===== src/rtl/lane_traffic_if.sv =====
// Bundle between the game logic and the road generator: tick/pause controls and
// frog position in, the lane frame and collision flag out.
interface lane_traffic_if #(
    parameter int WIDTH  = 16,
    parameter int HEIGHT = 16
);
    logic                          step;
    logic                          enable;
    logic [$clog2(HEIGHT)-1:0]     frog_row;
    logic [$clog2(WIDTH)-1:0]      frog_col;
    logic [HEIGHT-1:0][WIDTH-1:0]  RedPixels;
    logic                          hit;

    modport master (
        output step, enable, frog_row, frog_col,
        input  RedPixels, hit
    );

    modport slave (
        input  step, enable, frog_row, frog_col,
        output RedPixels, hit
    );
endinterface


===== src/rtl/lane_traffic.sv =====
// Multi-lane road generator: each lane holds a rotating car pattern advanced by
// its own tick divider, mapped onto consecutive frame rows, plus a sticky
// frog/car collision flag computed from the currently displayed frame.
module lane_traffic #(
    parameter int WIDTH     = 16,
    parameter int HEIGHT    = 16,
    parameter int NUM_LANES = 3,
    parameter int BASE_ROW  = 8,
    parameter int SPACING   = 3
) (
    input  logic           clk,
    input  logic           RST,
    lane_traffic_if.slave  bus
);
    // Divider counts up to NUM_LANES-1 (slowest lane period is NUM_LANES ticks).
    localparam int CW = (NUM_LANES > 1) ? $clog2(NUM_LANES) : 1;

    logic [NUM_LANES-1:0][WIDTH-1:0] lanes;
    logic [HEIGHT-1:0][WIDTH-1:0]    frame;
    logic                            lane_hit;
    logic                            hit_q;
    logic                            adv;

    function automatic logic [WIDTH-1:0] rot_left(input logic [WIDTH-1:0] v);
        return {v[WIDTH-2:0], v[WIDTH-1]};
    endfunction

    function automatic logic [WIDTH-1:0] rot_right(input logic [WIDTH-1:0] v);
        return {v[0], v[WIDTH-1:1]};
    endfunction

    // Initial car layout: cars every SPACING columns, staggered by lane index.
    function automatic logic [WIDTH-1:0] reset_pattern(input int lane);
        logic [WIDTH-1:0] p;
        p = '0;
        for (int j = 0; j < WIDTH; j++) begin
            p[j] = (((j + lane) % SPACING) == 0);
        end
        return p;
    endfunction

    assign adv = bus.step & bus.enable;

    for (genvar i = 0; i < NUM_LANES; i++) begin : g_lane
        logic [WIDTH-1:0] lane_q;
        logic [CW-1:0]    cnt_q;

        // Lane i divides ticks by i+1; even lanes drift left, odd lanes right.
        always_ff @(posedge clk) begin
            if (RST) begin
                lane_q <= reset_pattern(i);
                cnt_q  <= '0;
            end else if (adv) begin
                if (cnt_q == CW'(i)) begin
                    lane_q <= ((i % 2) == 0) ? rot_left(lane_q) : rot_right(lane_q);
                    cnt_q  <= '0;
                end else begin
                    cnt_q  <= cnt_q + 1'b1;
                end
            end
        end

        assign lanes[i] = lane_q;
    end

    // Place lanes on their rows; every other row of the frame stays dark.
    always_comb begin
        frame = '0;
        for (int i = 0; i < NUM_LANES; i++) begin
            frame[BASE_ROW + i] = lanes[i];
        end
    end

    // Car under the frog in the displayed frame; non-lane or out-of-range positions never hit.
    always_comb begin
        lane_hit = 1'b0;
        for (int i = 0; i < NUM_LANES; i++) begin
            if ((int'(bus.frog_row) == (BASE_ROW + i)) && (int'(bus.frog_col) < WIDTH)) begin
                lane_hit = lanes[i][bus.frog_col];
            end
        end
    end

    // Sticky collision flag, cleared only by reset; also evaluated while paused.
    always_ff @(posedge clk) begin
        if (RST) begin
            hit_q <= 1'b0;
        end else if (lane_hit) begin
            hit_q <= 1'b1;
        end
    end

    assign bus.RedPixels = frame;
    assign bus.hit       = hit_q;
endmodule


===== src/flat_wrapper.sv =====
// flat-port wrapper written by rule: the top's interface ports become plain ports
module lane_traffic_flat 
#(
    parameter int WIDTH     = 16,
    parameter int HEIGHT    = 16,
    parameter int NUM_LANES = 3,
    parameter int BASE_ROW  = 8,
    parameter int SPACING   = 3
)
  (clk, RST, bus_step, bus_enable, bus_frog_row, bus_frog_col, bus_RedPixels, bus_hit);
  lane_traffic_if #(.WIDTH(WIDTH), .HEIGHT(HEIGHT)) bus_i ();
  input  logic clk;
  input  logic RST;
  input wire logic [$bits(bus_i.step)-1:0] bus_step;
  input wire logic [$bits(bus_i.enable)-1:0] bus_enable;
  input wire logic [$bits(bus_i.frog_row)-1:0] bus_frog_row;
  input wire logic [$bits(bus_i.frog_col)-1:0] bus_frog_col;
  output wire logic [$bits(bus_i.RedPixels)-1:0] bus_RedPixels;
  output wire logic [$bits(bus_i.hit)-1:0] bus_hit;
  assign bus_i.step = bus_step;
  assign bus_i.enable = bus_enable;
  assign bus_i.frog_row = bus_frog_row;
  assign bus_i.frog_col = bus_frog_col;
  assign bus_RedPixels = bus_i.RedPixels;
  assign bus_hit = bus_i.hit;
  lane_traffic #(.WIDTH(WIDTH), .HEIGHT(HEIGHT), .NUM_LANES(NUM_LANES), .BASE_ROW(BASE_ROW), .SPACING(SPACING)) u_core (.clk(clk), .RST(RST), .bus(bus_i));
endmodule

===== config.mk =====
export PLATFORM = sky130hd
export DESIGN_NAME = lane_traffic_flat
export DESIGN_NICKNAME = d
export VERILOG_FILES = /design/src/rtl/lane_traffic_if.sv /design/src/rtl/lane_traffic.sv /design/src/flat_wrapper.sv
export SDC_FILE = /design/constraint.sdc
export NUM_CORES = 1
export LEC_CHECK = 0
export BUFFER_PORTS_ARGS = -buffer_cell sky130_fd_sc_hd__buf_2
export CORE_AREA = 5 5 102 104
export CTS_CLUSTER_SIZE = 30
export DETAILED_ROUTE_END_ITERATION = 8
export DIE_AREA = 0 0 107 109
export GPL_TIMING_DRIVEN = 0
export PLACE_DENSITY = 0.9
export SYNTH_ARGS = -nofsm -noshare
export SYNTH_HDL_FRONTEND = slang
export SYNTH_SLANG_ARGS = --single-unit

===== constraint.sdc =====
create_clock -name clk -period 4.1 [get_ports clk]
set_input_delay 0.41 -clock clk [delete_from_list [all_inputs] [get_ports clk]]
set_output_delay 0.41 -clock clk [all_outputs]
set_load 0.03 [all_outputs]

==> metrics.md <==
| Metric | Value |
|---|---|
| Status | `finished clean` |
| R2R cell count | `4` |
| DR pass1 iterations | `4` |
| Crit. End Element | `flop` |
| Port bufs | `59` |
| CTS root buffer | `clkbuf_8` |
| Simple-gate share of the synthesized area | `16.4%` |
| Min cycle time layout | `1.91 ns` |
| Post-cts sizing count | `0` |
| Largest net degree at the start of global routing | `17` |
| Hold Path Sink | `u_core.bus.hit$_SDFFE_PP0P_` |
| DRT Wirelength | `10600 µm` |
| Worst hold start | `bus_frog_row[1]` |
| XOR/XNOR Fraction of Synth Area | `0.220%` |
| DIE WIDTH | `107 µm` |
| Final worst-path setup slack | `2.19 ns` |
| Fmax | `524 MHz` |
| WL/cell | `12.2 µm` |
| CP Data Arrival Time | `2.11 ns` |
| Final max-slew violation count | `0` |
| Final total negative setup slack | `0 ns` |
| Worst-Margin Slew | `0.553 ns` |
| Hold crit path type | `in -> reg` |
| Max Root-Sink Buffers | `2` |
| First-pass GRT wire length | `15500 µm` |
| Count of different cell masters after synthesis | `28` |
| Dpl cells | `863` |
| Reg clk slew, reported paths | `0.09 ns` |
| Clk sinks | `55` |
| Die Y-Extent | `109 µm` |
| RSZ-0062 raised after global routing | `no` |
| Leakage power | `0.00300 µW` |
| Critical-path maximum fanout | `10` |
| Synth Area in Compound Gates | `5.41%` |
| Type of origin of the critical path | `input port` |
| Detailed-route DRC error count | `0` |
| Starting density of the core | `42.0%` |
| Sequential share of the synthesized area | `27.7%` |
| Worst-Skew Late Latency | `0.31 ns` |
| Post-Place Setup Slack | `1.84 ns` |
| Vias post-DR | `3317` |
| Mapped Area | `0.00398 mm²` |
| RD Place Congestion | `0.823` |
| Hold Path Cell Cnt | `2` |
| Final hold violation count | `0` |
| Area Growth Syn to Fin | `33.0%` |
| Core Box Area | `0.00946 mm²` |
| Slew HR | `63.1%` |
| Post-DP HPWL | `8980 µm` |
| Synth warn | `0` |
| Final Cycle Share | `46.5%` |
| Initial drt markers | `144` |
| Total setup buffers inserted after CTS | `0` |
| WP data required | `4.30 ns` |
| Adder-cell share of the synthesized area | `0.630%` |
| Total congestion overflow | `0` |
| DIE AREA | `0.0117 mm²` |
| GR Util All Layers | `16.5%` |
| Initial antenna violation count | `0` |
| Layout cell share with drive strength beyond 1 | `37.9%` |
| CTS tree | `yes` |
| Final setup vio count | `0` |
| R2r setup slk | `2.39 ns` |
| Vias in the first global route | `2958` |
| Critical path type | `in -> reg` |
| Max H-tree Level | `2` |
| PwrDens | `272 mW/mm²` |
| Maxcap violations | `0` |
| Largest family of logic cells by synthesized area | `buffers and inverters` |
| Post-synthesis cell count | `483` |
| Yosys reg bits | `55` |
| Post-synthesis average cell area | `8.23 µm²` |
| Core Util, Final | `55.9%` |
| Post-Layout Cell Count | `871` |
| Multiplexer share of the synthesized area | `8.25%` |
| Num ports | `269` |
| Antenna fix cells | `0` |
| CTS buffer count | `5` |
| Vias per std cell | `3.81` |
| Row count | `36` |
| Fin nets | `770` |
| Clock Skew | `0.00369 ns` |
| RR Endpoint | `u_core.bus.hit$_SDFFE_PP0P_` |
| Peak VDD IR | `0.242 mV` |
| Reg-to-reg startpoint | `u_core.g_lane[2].lane_q[12]$_SDFFE_PP0P_` |
| Remaining antenna violation count | `0` |
| Post-CTS Hold Buffers | `0` |
## cell usage after synthesis
master      n  share of area, %
buf_4     208                39
nand2_1   104               9.8
dfxtp_1    55                28
a21oi_1    38               4.8
nand3b_1   21               4.0
clkbuf_1   15               1.4
mux4_2      9               5.1
nor2_1      5              0.47
mux4_1      4               2.6
ha_1        2              0.63
inv_1       2              0.19
mux2i_1     2              0.50
nor2b_1     2              0.31
nor3b_2     2              0.63
a21boi_0    1              0.19
a22o_1      1              0.22
and2_1      1              0.16
and3_1      1              0.16
and4_1      1              0.22
and4b_1     1              0.25
buf_2       1              0.13
buf_6       1              0.28
conb_1      1             0.094
nand2b_1    1              0.16
nand3_1     1              0.13
nor3_1      1              0.13
o41ai_1     1              0.22
xnor2_1     1              0.22
## where the power goes
group	switching (µW)	internal [µW]
clock	177	139
combinational	370	184
sequential	16.4	549
total	563	873
## through the flow
stage | total power (µW) | cell area (µm²) | hold slack [ns]
3_3_place_gp | 1110 | 5190 | 0.443
4_1_cts | 1420 | 5290 | 0.301
3_5_place_dp | 1110 | 5190 | 0.470
5_1_grt | 1490 | 5290 | 0.292
6_report | 1440 | 5290 | 0.301
2_1_floorplan | 1070 | 4750 | 0.436
## placed cells by master (no fill, tap or decap)
| master | n |
|---|---|
| a21boi_0 | 1 |
| a21oi_1 | 38 |
| a22o_1 | 1 |
| and2_1 | 1 |
| and3_1 | 1 |
| and4_1 | 1 |
| and4b_1 | 1 |
| buf_2 | 60 |
| buf_4 | 208 |
| buf_6 | 1 |
| clkbuf_1 | 16 |
| clkbuf_8 | 6 |
| clkinv_4 | 1 |
| conb_1 | 208 |
| dfxtp_1 | 55 |
| ha_1 | 2 |
| inv_1 | 2 |
| mux2i_1 | 2 |
| mux4_1 | 4 |
| mux4_2 | 9 |
| nand2_1 | 104 |
| nand2b_1 | 1 |
| nand3_1 | 1 |
| nand3b_1 | 21 |
| nor2_1 | 5 |
| nor2b_1 | 2 |
| nor3_1 | 1 |
| nor3b_2 | 2 |
| o41ai_1 | 1 |
| xnor2_1 | 1 |
## worst max path at each step
stage,start,to,slack [ns],depth (start not counted)
after global placement,bus_frog_col[3],u_core.bus.hit$_SDFFE_PP0P_,1.92,6
final,bus_frog_col[3],u_core.bus.hit$_SDFFE_PP0P_,2.19,6
after CTS,bus_frog_col[3],u_core.bus.hit$_SDFFE_PP0P_,2.18,6
after global routing,bus_frog_col[3],u_core.bus.hit$_SDFFE_PP0P_,2.12,6
after floorplan,bus_frog_col[1],u_core.bus.hit$_SDFFE_PP0P_,2.31,5
after detailed placement,bus_frog_col[3],u_core.bus.hit$_SDFFE_PP0P_,1.84,6
## cells by family (layout without fill, tap and decap cells)
kind of cell | count (synthesis) | in the layout
muxes | 15 | 15
buffers and inverters | 227 | 294
DFF | 55 | 55
other | 1 | 208
AOI/OAI and AO/OA | 41 | 41
xor gates and xnor gates | 1 | 1
and+or+nand+nor | 141 | 141
adders and majority gates | 2 | 2
## layer usage
metal	global-route usage, %	share of wire, %	up-vias
met5	0	0	-
met1	16.9	34	1460
li1	-	-	1690
met3	5.27	8.7	13
met2	32.0	56	154
met4	4.84	1.2	0
## cell type report
class / instances / area, µm²
timing repair buffer: 59 / 295
clock buffer: 7 / 86.3
buffer: 225 / 1630
fill: 857 / 4170
sequential: 55 / 1100
clock inverter: 1 / 8.76
inverter: 2 / 7.51
multi-input combinational: 408 / 2010
tap: 114 / 143
## registers in the layout, indices dropped and copies added, names as in the netlist
register	count
u_core.g_lane.cnt_q	6
u_core.bus.hit	1
u_core.g_lane.lane_q	48
## critical path: stages
cell and delay (ns):
buf_2 0.12, clkbuf_1 0.44, mux4_2 0.38, mux4_2 0.52, a21oi_1 0.15, o41ai_1 0.08
Power figures use the tool's default switching activity.
